$ cat config.mk
export PLATFORM = sky130hd
export DESIGN_NAME = apb_master_bridge_flat
export DESIGN_NICKNAME = d
export VERILOG_FILES = /design/src/rtl/apb_master_bridge_if.sv /design/src/rtl/apb_master_bridge.sv /design/src/flat_wrapper.sv
export SDC_FILE = /design/constraint.sdc
export NUM_CORES = 1
export LEC_CHECK = 0
export ABC_CLOCK_PERIOD_IN_PS = 1800
export CAP_MARGIN = 25
export CORE_UTILIZATION = 25
export CTS_CLUSTER_SIZE = 16
export DETAILED_ROUTE_END_ITERATION = 10
export GPL_ROUTABILITY_DRIVEN = 0
export SLEW_MARGIN = 40
export SYNTH_ARGS = -nofsm -noshare
export SYNTH_HDL_FRONTEND = slang
export SYNTH_SLANG_ARGS = --single-unit
$ cat constraint.sdc
create_clock -name PCLK -period 1.8 [get_ports PCLK]
set_input_delay 0.54 -clock PCLK [delete_from_list [all_inputs] [get_ports PCLK]]
set_output_delay 0.54 -clock PCLK [all_outputs]
set_load 0.03 [all_outputs]
$ cat src/rtl/apb_master_bridge_if.sv
// Local command/response port plus APB requester signals for apb_master_bridge.
// master = bridge side, slave = environment (command source and APB peripheral).
interface apb_master_bridge_if #(
  parameter int ADDR_W = 8,
  parameter int DATA_W = 32
);
  logic              cmd_valid;
  logic              cmd_ready;
  logic              cmd_write;
  logic [ADDR_W-1:0] cmd_addr;
  logic [DATA_W-1:0] cmd_wdata;
  logic              rsp_valid;
  logic [DATA_W-1:0] rsp_rdata;
  logic              rsp_err;
  logic              rsp_timeout;
  logic              PSEL;
  logic              PENABLE;
  logic              PWRITE;
  logic [ADDR_W-1:0] PADDR;
  logic [DATA_W-1:0] PWDATA;
  logic [DATA_W-1:0] PRDATA;
  logic              PREADY;
  logic              PSLVERR;

  modport master (
    input  cmd_valid, cmd_write, cmd_addr, cmd_wdata,
    input  PRDATA, PREADY, PSLVERR,
    output cmd_ready, rsp_valid, rsp_rdata, rsp_err, rsp_timeout,
    output PSEL, PENABLE, PWRITE, PADDR, PWDATA
  );

  modport slave (
    output cmd_valid, cmd_write, cmd_addr, cmd_wdata,
    output PRDATA, PREADY, PSLVERR,
    input  cmd_ready, rsp_valid, rsp_rdata, rsp_err, rsp_timeout,
    input  PSEL, PENABLE, PWRITE, PADDR, PWDATA
  );
endinterface

$ cat src/rtl/apb_master_bridge.sv
// APB requester: one local command -> one SETUP/ACCESS transfer -> one response.
// Handles wait states, PSLVERR and an ACCESS-phase timeout when PREADY never rises.
module apb_master_bridge #(
  parameter int ADDR_W      = 8,
  parameter int DATA_W      = 32,
  parameter int TIMEOUT_CYC = 16
) (
  input logic                 PCLK,
  input logic                 PRESETn,
  apb_master_bridge_if.master bus
);

  localparam int CNT_W = $clog2(TIMEOUT_CYC + 1);
  localparam logic [CNT_W-1:0] CNT_LAST = CNT_W'(TIMEOUT_CYC - 1);

  typedef enum logic [1:0] {
    IDLE   = 2'd0,
    SETUP  = 2'd1,
    ACCESS = 2'd2
  } state_t;

  state_t            state_q, state_d;
  logic [CNT_W-1:0]  cnt_q, cnt_d;
  logic              cmd_ready_q, cmd_ready_d;
  logic              psel_q, psel_d;
  logic              penable_q, penable_d;
  logic              pwrite_q, pwrite_d;
  logic [ADDR_W-1:0] paddr_q, paddr_d;
  logic [DATA_W-1:0] pwdata_q, pwdata_d;
  logic              rsp_valid_q, rsp_valid_d;
  logic [DATA_W-1:0] rsp_rdata_q, rsp_rdata_d;
  logic              rsp_err_q, rsp_err_d;
  logic              rsp_timeout_q, rsp_timeout_d;

  always_ff @(posedge PCLK or negedge PRESETn) begin
    if (!PRESETn) begin
      state_q       <= IDLE;
      cnt_q         <= '0;
      cmd_ready_q   <= 1'b0;
      psel_q        <= 1'b0;
      penable_q     <= 1'b0;
      pwrite_q      <= 1'b0;
      paddr_q       <= '0;
      pwdata_q      <= '0;
      rsp_valid_q   <= 1'b0;
      rsp_rdata_q   <= '0;
      rsp_err_q     <= 1'b0;
      rsp_timeout_q <= 1'b0;
    end else begin
      state_q       <= state_d;
      cnt_q         <= cnt_d;
      cmd_ready_q   <= cmd_ready_d;
      psel_q        <= psel_d;
      penable_q     <= penable_d;
      pwrite_q      <= pwrite_d;
      paddr_q       <= paddr_d;
      pwdata_q      <= pwdata_d;
      rsp_valid_q   <= rsp_valid_d;
      rsp_rdata_q   <= rsp_rdata_d;
      rsp_err_q     <= rsp_err_d;
      rsp_timeout_q <= rsp_timeout_d;
    end
  end

  always_comb begin
    state_d       = state_q;
    cnt_d         = cnt_q;
    cmd_ready_d   = cmd_ready_q;
    psel_d        = psel_q;
    penable_d     = penable_q;
    pwrite_d      = pwrite_q;
    paddr_d       = paddr_q;
    pwdata_d      = pwdata_q;
    rsp_valid_d   = 1'b0;
    rsp_rdata_d   = rsp_rdata_q;
    rsp_err_d     = rsp_err_q;
    rsp_timeout_d = rsp_timeout_q;

    unique case (state_q)
      IDLE: begin
        // cmd_ready_q is the registered handshake the requester sees
        if (bus.cmd_valid && cmd_ready_q) begin
          pwrite_d    = bus.cmd_write;
          paddr_d     = bus.cmd_addr;
          pwdata_d    = bus.cmd_wdata;
          psel_d      = 1'b1;
          cmd_ready_d = 1'b0;
          state_d     = SETUP;
        end else begin
          cmd_ready_d = 1'b1;
        end
      end
      SETUP: begin
        penable_d = 1'b1;
        cnt_d     = '0;
        state_d   = ACCESS;
      end
      ACCESS: begin
        if (bus.PREADY) begin
          psel_d        = 1'b0;
          penable_d     = 1'b0;
          cmd_ready_d   = 1'b1;
          rsp_valid_d   = 1'b1;
          rsp_err_d     = bus.PSLVERR;
          rsp_timeout_d = 1'b0;
          rsp_rdata_d   = pwrite_q ? '0 : bus.PRDATA;
          state_d       = IDLE;
        end else if (cnt_q == CNT_LAST) begin
          psel_d        = 1'b0;
          penable_d     = 1'b0;
          cmd_ready_d   = 1'b1;
          rsp_valid_d   = 1'b1;
          rsp_err_d     = 1'b1;
          rsp_timeout_d = 1'b1;
          rsp_rdata_d   = '0;
          state_d       = IDLE;
        end else begin
          cnt_d = cnt_q + 1'b1;
        end
      end
      default: state_d = IDLE;
    endcase
  end

  assign bus.cmd_ready   = cmd_ready_q;
  assign bus.PSEL        = psel_q;
  assign bus.PENABLE     = penable_q;
  assign bus.PWRITE      = pwrite_q;
  assign bus.PADDR       = paddr_q;
  assign bus.PWDATA      = pwdata_q;
  assign bus.rsp_valid   = rsp_valid_q;
  assign bus.rsp_rdata   = rsp_rdata_q;
  assign bus.rsp_err     = rsp_err_q;
  assign bus.rsp_timeout = rsp_timeout_q;

endmodule

$ cat src/flat_wrapper.sv
// flat-port wrapper written by rule: the top's interface ports become plain ports
module apb_master_bridge_flat 
#(
  parameter int ADDR_W      = 8,
  parameter int DATA_W      = 32,
  parameter int TIMEOUT_CYC = 16
)
  (PCLK, PRESETn, bus_cmd_valid, bus_cmd_write, bus_cmd_addr, bus_cmd_wdata, bus_PRDATA, bus_PREADY, bus_PSLVERR, bus_cmd_ready, bus_rsp_valid, bus_rsp_rdata, bus_rsp_err, bus_rsp_timeout, bus_PSEL, bus_PENABLE, bus_PWRITE, bus_PADDR, bus_PWDATA);
  apb_master_bridge_if #(.ADDR_W(ADDR_W), .DATA_W(DATA_W)) bus_i ();
  input logic PCLK;
  input logic PRESETn;
  input wire logic [$bits(bus_i.cmd_valid)-1:0] bus_cmd_valid;
  input wire logic [$bits(bus_i.cmd_write)-1:0] bus_cmd_write;
  input wire logic [$bits(bus_i.cmd_addr)-1:0] bus_cmd_addr;
  input wire logic [$bits(bus_i.cmd_wdata)-1:0] bus_cmd_wdata;
  input wire logic [$bits(bus_i.PRDATA)-1:0] bus_PRDATA;
  input wire logic [$bits(bus_i.PREADY)-1:0] bus_PREADY;
  input wire logic [$bits(bus_i.PSLVERR)-1:0] bus_PSLVERR;
  output wire logic [$bits(bus_i.cmd_ready)-1:0] bus_cmd_ready;
  output wire logic [$bits(bus_i.rsp_valid)-1:0] bus_rsp_valid;
  output wire logic [$bits(bus_i.rsp_rdata)-1:0] bus_rsp_rdata;
  output wire logic [$bits(bus_i.rsp_err)-1:0] bus_rsp_err;
  output wire logic [$bits(bus_i.rsp_timeout)-1:0] bus_rsp_timeout;
  output wire logic [$bits(bus_i.PSEL)-1:0] bus_PSEL;
  output wire logic [$bits(bus_i.PENABLE)-1:0] bus_PENABLE;
  output wire logic [$bits(bus_i.PWRITE)-1:0] bus_PWRITE;
  output wire logic [$bits(bus_i.PADDR)-1:0] bus_PADDR;
  output wire logic [$bits(bus_i.PWDATA)-1:0] bus_PWDATA;
  assign bus_i.cmd_valid = bus_cmd_valid;
  assign bus_i.cmd_write = bus_cmd_write;
  assign bus_i.cmd_addr = bus_cmd_addr;
  assign bus_i.cmd_wdata = bus_cmd_wdata;
  assign bus_i.PRDATA = bus_PRDATA;
  assign bus_i.PREADY = bus_PREADY;
  assign bus_i.PSLVERR = bus_PSLVERR;
  assign bus_cmd_ready = bus_i.cmd_ready;
  assign bus_rsp_valid = bus_i.rsp_valid;
  assign bus_rsp_rdata = bus_i.rsp_rdata;
  assign bus_rsp_err = bus_i.rsp_err;
  assign bus_rsp_timeout = bus_i.rsp_timeout;
  assign bus_PSEL = bus_i.PSEL;
  assign bus_PENABLE = bus_i.PENABLE;
  assign bus_PWRITE = bus_i.PWRITE;
  assign bus_PADDR = bus_i.PADDR;
  assign bus_PWDATA = bus_i.PWDATA;
  apb_master_bridge #(.ADDR_W(ADDR_W), .DATA_W(DATA_W), .TIMEOUT_CYC(TIMEOUT_CYC)) u_core (.PCLK(PCLK), .PRESETn(PRESETn), .bus(bus_i));
endmodule
==> run summary, run 1 <==
minimum setup slack in the final design -> 0.0782 ns
count of yosys warnings during synthesis -> 0
f_max -> 0.581 GHz
Floorplan Core Area -> 12800 µm²
post-synthesis instance area -> 3310 µm²
first-pass GRT wire length -> 12700 µm
most prevalent standard cell on the critical path -> ha_2
maximum number of pins on one net before global-route repair -> 87
slowest cell delay on critical path -> 0.38 ns
sequential standard cell area -> 2150 µm²
final instance count without filler cells -> 573
number of nets in the finished design -> 480
count of cell instances traversed by the critical path -> 8
vias per cell -> 4.28
DP Worst Slack -> -0.118 ns
number of DRC markers in iteration 0 -> 96
power consumption -> 10.1 mW
Period Utilization, post-route -> 0.957
count of nets left with antenna violations after detail routing -> 0
number of ports placed on the die boundary -> 157
leading cell types by total area after synthesis -> dfrtp_1 65%, mux2_2 14%, a22o_1 8.7%
post-route cell area -> 5440 µm²
starting density of the core -> 0.259
synthesis-stage register bit count -> 86
global-route met1 utilization -> 0.144
number of hold violations in the final report -> 0
commonest non-fill, non-tap cell in the layout -> dfrtp_1
cell type with the highest aggregate area in the netlist -> dfrtp_1
routed via count -> 2453
row count -> 41
ratio of total power to cell area -> 1850 nW/µm²
layout cell share with drive strength beyond 1 -> 0.202
clock tree from TritonCTS -> built
final HPWL from detailed placement -> 5940 µm
kind of critical path -> register to register
slowest cell on the critical path -> dfrtp_1
routed length per placed instance -> 14.8 µm
final setup vio count -> 0
clock period minus final worst setup slack -> 1.72 ns
H-Tree Level Count -> 3
initial antenna violation count -> 0
number of nets produced by synthesis -> 308
post-placement cell count -> 554
critical path data arrival time -> 2.00 ns
Worst R2R Path Depth -> 8
clock sinks -> 86
number of max-slew violations in the final report -> 0
smallest hold slack -> 0.211 ns
met2 Track Usage GR -> 0.210
number of I/O port buffers -> 156
Final Routed Wirelength -> 8470 µm
status -> finished, final reports clean
area overhead of the layout relative to synthesis -> 64.6%
met3 track demand over resource -> 0.0628
Startpoint Class -> register
Overall Global Routing Usage -> 0.127
Critical Path RT -> 2.08 ns
clock tree skew after final layout -> 0.00526 ns
CP Cell Sequence -> ha_2 > and3_1 > buf_4 > ha_2 > o21ai_2 > buf_6 > clkbuf_16 > a22o_1
instance count of the mapped netlist -> 224
register-to-register setup slack -> 0.08 ns
Max transition margin -> 0.691
synthesized area divided by synthesized cell count -> 14.8 µm²
clock latency of the later-clocked register in the worst-skew pair -> 0.34 ns
commonest cells after routing, fill and taps aside -> 86 x dfrtp_1, 79 x dlygate4sd2_1, 76 x clkdlybuf4s50_1
Fill cells -> 1215
# Max-Cap Violations -> 0
top cell type's share of synthesized area -> 0.651
endpoint kind of the worst setup timing path -> register
placed cell area -> 5170 µm²
sequential share of the synthesized area -> 0.651
Worst VDD drop -> 0.000645 V
worst flop-to-flop path endpoint -> u_core.bus.rsp_rdata[11]
setup repair after global routing missed its margin -> false
CTS buffer count -> 9
leakage power summed over all cells -> 2.57 nW
worst-case clock buffer depth -> 2
peak-usage layer in the global routing report -> met2
startpoint of the lowest-slack register-to-register path -> u_core.cnt_q[0]
DRC violation count after routing -> 0
Post-CTS Hold Fix Bufs -> 0
number of iterations in the first detailed-routing pass -> 4
width of the chip -> 117 µm
critical path buffer and inverter count -> 3
total grt overflow -> 0
DIE AREA -> 13700 µm²
transition time of the tightest slew-check pin -> 0.464 ns
clock input transition at the sequential cells of the worst setup and hold paths -> 0.06 ns
Die H -> 117 µm
critical-path maximum fanout -> 12
total area of multi-input combinational cells -> 1060 µm²
via count of the first global-routing pass -> 2483
crit-path leading delay family -> buffers and inverters
master cell of the clock root buffer -> clkbuf_16
type of the most critical hold path -> input pin to async pin
number of library cell types mapped by synthesis -> 23
diode count -> 0
## area by class of cell
type | instances | share of cell area
Inverter | 7 | 0.00483
Clock buffer | 12 | 0.0453
Clock inverter | 4 | 0.0129
Multi-Input combinational cell | 118 | 0.195
Sequential cell | 86 | 0.396
Tap cell | 172 | 0.0396
Timing Repair Buffer | 174 | 0.306
## worst max-delay path by stage
stage	slack, ns	endpoint	from
floorplan	0.07	u_core.state_q[0]	u_core.cnt_q[0]
global placement	-0.12	u_core.state_q[0]	bus_PREADY
detailed placement	-0.12	u_core.state_q[1]	bus_PREADY
CTS	0.01	u_core.bus.cmd_ready	u_core.cnt_q[0]
global route	0.01	u_core.bus.rsp_rdata[3]	u_core.cnt_q[1]
finish	0.08	u_core.bus.rsp_rdata[11]	u_core.cnt_q[0]
## state kept, by name (all words and copies together), names as in the netlist
signal	cells
u_core.bus.rsp_timeout	1
u_core.bus.rsp_rdata	32
u_core.state_q	2
u_core.bus.PWRITE	1
u_core.bus.PADDR	8
u_core.cnt_q	5
u_core.bus.cmd_ready	1
u_core.bus.PSEL	1
u_core.bus.PENABLE	1
u_core.bus.PWDATA	32
u_core.bus.rsp_err	1
u_core.bus.rsp_valid	1
## timing repair
action | in CTS | in global routing
pin swaps | 0 | 1
gates resized for setup | 81 | 4
buffers inserted | 0 | 2
setup endpoints to repair | 82 | 32
gates cloned | 0 | 1
hold endpoints to repair | 0 | 0
## kinds of logic after synthesis
group	synth area share
mux	0.149
simple gates	0.0303
flops	0.651
compound gates	0.111
fa+ha+maj	0.0227
buf+inv	0.0333
xor+xnor	0.00265
## layer usage
metal	share of wire	up-vias	wire length, µm
met2	0.50	91	4210
met5	0	-	0
li1	-	1156	-
met1	0.41	1199	3470
met3	0.079	7	671
met4	0.013	0	113
## where the power goes
group          internal [mW]  switching, mW  leakage [nW]
logic                   1.99           2.83          1.34
registers               2.83          0.432          1.07
clock network           1.25          0.733         0.157
total                   6.07           4.00          2.57
## Yosys cell counts
library cell / n
buf_6: 3
nor2_1: 2
xnor2_1: 1
mux2_2: 41
mux2_1: 1
ha_1: 6
nand2b_1: 1
and3_1: 1
o21ai_2: 1
nor3b_1: 2
nand2_1: 8
a31oi_1: 2
mux2i_1: 2
nand4_1: 1
a21oi_1: 4
dfrtp_1: 86
buf_2: 10
inv_1: 7
nand3_1: 4
o21ai_0: 6
or3b_1: 1
o22ai_1: 1
a22o_1: 33
## metrics by stage
stage	util	TNS, ns
after detailed placement	0.404	-6.00
final	0.426	0
after global routing	0.426	0
after floorplan	-	0
after global placement	0.404	-4.68
after CTS	0.422	0
(Power assumes the default switching activity.)
==> run 2: changes to the inputs <==
--- a/config.mk
+++ b/config.mk
@@ -11,6 +11,7 @@
 export CTS_CLUSTER_SIZE = 16
 export DETAILED_ROUTE_END_ITERATION = 10
 export GPL_ROUTABILITY_DRIVEN = 0
+export HOLD_SLACK_MARGIN = 0.15
 export SLEW_MARGIN = 40
 export SYNTH_ARGS = -nofsm -noshare
 export SYNTH_HDL_FRONTEND = slang
==> results of run 2 <==
No change in the layout: final DEF, timing and power equal those of run 1.
==> run 3: changes to the inputs <==
--- a/config.mk
+++ b/config.mk
@@ -11,7 +11,9 @@
 export CTS_CLUSTER_SIZE = 16
 export DETAILED_ROUTE_END_ITERATION = 10
 export GPL_ROUTABILITY_DRIVEN = 0
+export GPL_TIMING_DRIVEN = 1
 export HOLD_SLACK_MARGIN = 0.15
+export REMOVE_ABC_BUFFERS = 1
 export SLEW_MARGIN = 40
 export SYNTH_ARGS = -nofsm -noshare
 export SYNTH_HDL_FRONTEND = slang
==> run summary, run 3 (same netlist as run 1, synthesis figures left out) <==
status -> finished, final reports clean
clock latency of the later-clocked register in the worst-skew pair -> 0.33 ns (about the same)
routed length per placed instance -> 13.3 µm (-10%)
H-Tree Level Count -> 3 (unchanged)
count of nets left with antenna violations after detail routing -> 0 (unchanged)
worst-case clock buffer depth -> 2 (unchanged)
setup repair after global routing missed its margin -> false
transition time of the tightest slew-check pin -> 0.343 ns (-0.121 ns)
clock tree skew after final layout -> 0.00666 ns (+0.00140 ns)
number of max-slew violations in the final report -> 0 (unchanged)
Die H -> 117 µm (unchanged)
critical path data arrival time -> 1.94 ns (-0.06 ns)
initial antenna violation count -> 0 (unchanged)
commonest cells after routing, fill and taps aside -> 86 x dfrtp_1, 79 x dlygate4sd2_1, 76 x clkdlybuf4s50_1
clock tree from TritonCTS -> built
DP Worst Slack -> -0.117 ns (+0.000419 ns)
peak-usage layer in the global routing report -> met2
diode count -> 0 (unchanged)
worst flop-to-flop path endpoint -> u_core.state_q[1]
ratio of total power to cell area -> 1830 nW/µm² (-1.0%)
routed via count -> 2409 (-1.8%)
met3 track demand over resource -> 0.0469 (-0.0160)
leakage power summed over all cells -> 2.54 nW (-0.88%)
CTS buffer count -> 9 (unchanged)
width of the chip -> 117 µm (unchanged)
clock period minus final worst setup slack -> 1.73 ns (+0.00882 ns)
Startpoint Class -> register
net switching fraction of the power -> 0.395 (-0.00202)
register-to-register setup slack -> 0.07 ns (about the same)
number of hold violations in the final report -> 0 (unchanged)
kind of critical path -> register to register
# Max-Cap Violations -> 0 (unchanged)
number of nets in the finished design -> 480 (unchanged)
number of DRC markers in iteration 0 -> 87 (-9.4%)
DIE AREA -> 13700 µm² (unchanged)
master cell of the clock root buffer -> clkbuf_16
via count of the first global-routing pass -> 2488 (+0.20%)
type of the most critical hold path -> register to register
clock input transition at the sequential cells of the worst setup and hold paths -> 0.06 ns (about the same)
Period Utilization, post-route -> 0.961 (+0.00490)
Worst VDD drop -> 0.000687 V (+6.6%)
Max transition margin -> 0.772 (+0.0815)
met2 Track Usage GR -> 0.176 (-0.0347)
number of I/O port buffers -> 156 (unchanged)
Switching Power -> 3.93 mW (-1.8%)
Overall Global Routing Usage -> 0.113 (-0.0146)
Worst R2R Path Depth -> 7 (-1)
share of total power in sequential cells -> 0.330 (+0.006)
clock share of power -> 0.190 (-0.007)
hold path depth -> 1
endpoint kind of the worst setup timing path -> register
global-route met1 utilization -> 0.139 (-0.00500)
final HPWL from detailed placement -> 5540 µm (-6.7%)
first-pass GRT wire length -> 11700 µm (-8.1%)
Final Routed Wirelength -> 7600 µm (-10%)
final setup vio count -> 0 (unchanged)
area overhead of the layout relative to synthesis -> 64.1%
maximum number of pins on one net before global-route repair -> 46 (-47%)
layout cell share with drive strength beyond 1 -> 0.200 (-0.00200)
Critical Path RT -> 2.01 ns (-0.07 ns)
clock sinks -> 86 (unchanged)
Endpoint, Worst Hold -> u_core.cnt_q[3]
row count -> 41 (unchanged)
core occupancy in the finished layout -> 0.425 (-0.00118)
startpoint of the lowest-slack hold path -> u_core.cnt_q[3]
commonest non-fill, non-tap cell in the layout -> dfrtp_1
vias per cell -> 4.21 (-1.6%)
starting density of the core -> 0.259 (unchanged)
Power Internal -> 6.02 mW (-0.97%)
Floorplan Core Area -> 12800 µm² (unchanged)
startpoint of the lowest-slack register-to-register path -> u_core.cnt_q[0]
DRC violation count after routing -> 0 (unchanged)
total grt overflow -> 0 (unchanged)
combinational share of power -> 0.479 (about the same)
minimum setup slack in the final design -> 0.0694 ns (-0.00882 ns)
f_max -> 0.578 GHz (-0.51%)
number of iterations in the first detailed-routing pass -> 4 (unchanged)
number of ports placed on the die boundary -> 157 (unchanged)
critical-path maximum fanout -> 3 (-9)
==> run 3: cell count changes in the layout (fill, tap and decap cells not counted), sizes merged <==
cell         change
clkbuf           -2
clkinv           -1
clkinvlp         +1
dlygate4sd3      +1
==> run 3: worst max path at each step <==
stage / startpoint / to / slack, ns / cells past startpoint
detailed placement: bus_PREADY / u_core.state_q[0] / -0.12 / 4
finish: u_core.cnt_q[0] / u_core.state_q[1] / 0.07 / 7
global route: u_core.cnt_q[0] / u_core.state_q[1] / 0.005 / 7
floorplan: u_core.state_q[0] / u_core.bus.PADDR[0] / -0.54 / 4
global placement: bus_PREADY / u_core.state_q[0] / -0.10 / 4
CTS: u_core.cnt_q[0] / u_core.state_q[0] / 0.02 / 6
==> run 3: cell type report <==
class	instances	area (µm²)
Tap cell	172	215
Inverter	7	26.3
Sequential cell	86	2150
Multi-Input combinational cell	118	1080
Clock buffer	11	233
Clock inverter	4	72.6
Timing Repair Buffer	174	1650
Fill cell	1209	7350
==> run 3: power by group through the flow <==
stage               registers (mW)  clock network [mW]  logic (mW)
detailed placement            3.33                   0        5.41
global placement              3.34                   0        5.35
global route                  3.42                2.06        5.08
finish                        3.28                1.89        4.76
CTS                           3.30                1.96        4.80
floorplan                     5.02                   0        1.28
==> run 3: worst max-delay path, stage by stage, from the launching register on <==
cell and delay (ns):
dfrtp_1 0.39, ha_2 0.20, and3_4 0.16, ha_4 0.16
nor3b_2 0.20, buf_4 0.16, a21oi_1 0.04, mux2_1 0.31
==> run 3: timing repair <==
action | 4_1_cts | 5_1_grt
endpoints found under the hold margin | 22 | 0
pin swaps | 0 | 1
gates resized for setup | 81 | 4
setup buffers | 0 | 1
hold buffers | 1 | 0
setup endpoints to repair | 82 | 6
==> run 3: stage by stage <==
stage	instances	cell area (µm²)	hold WS [ns]	total power, mW	setup TNS [ns]
final	572	5430	0.481	9.94	0
after global routing	572	5430	0.511	10.6	0
after CTS	571	5400	0.474	10.1	0
after detailed placement	555	5170	0.466	8.73	-5.18
after global placement	555	5170	0.462	8.69	-3.08
after floorplan	211	3220	0.244	6.30	-34.03
==> run 3: per-layer routing <==
layer	routed length, µm	up-vias
li1	-	1152
met1	3360	1127
met2	3360	120
met3	764	10
met4	120	0
met5	0	-
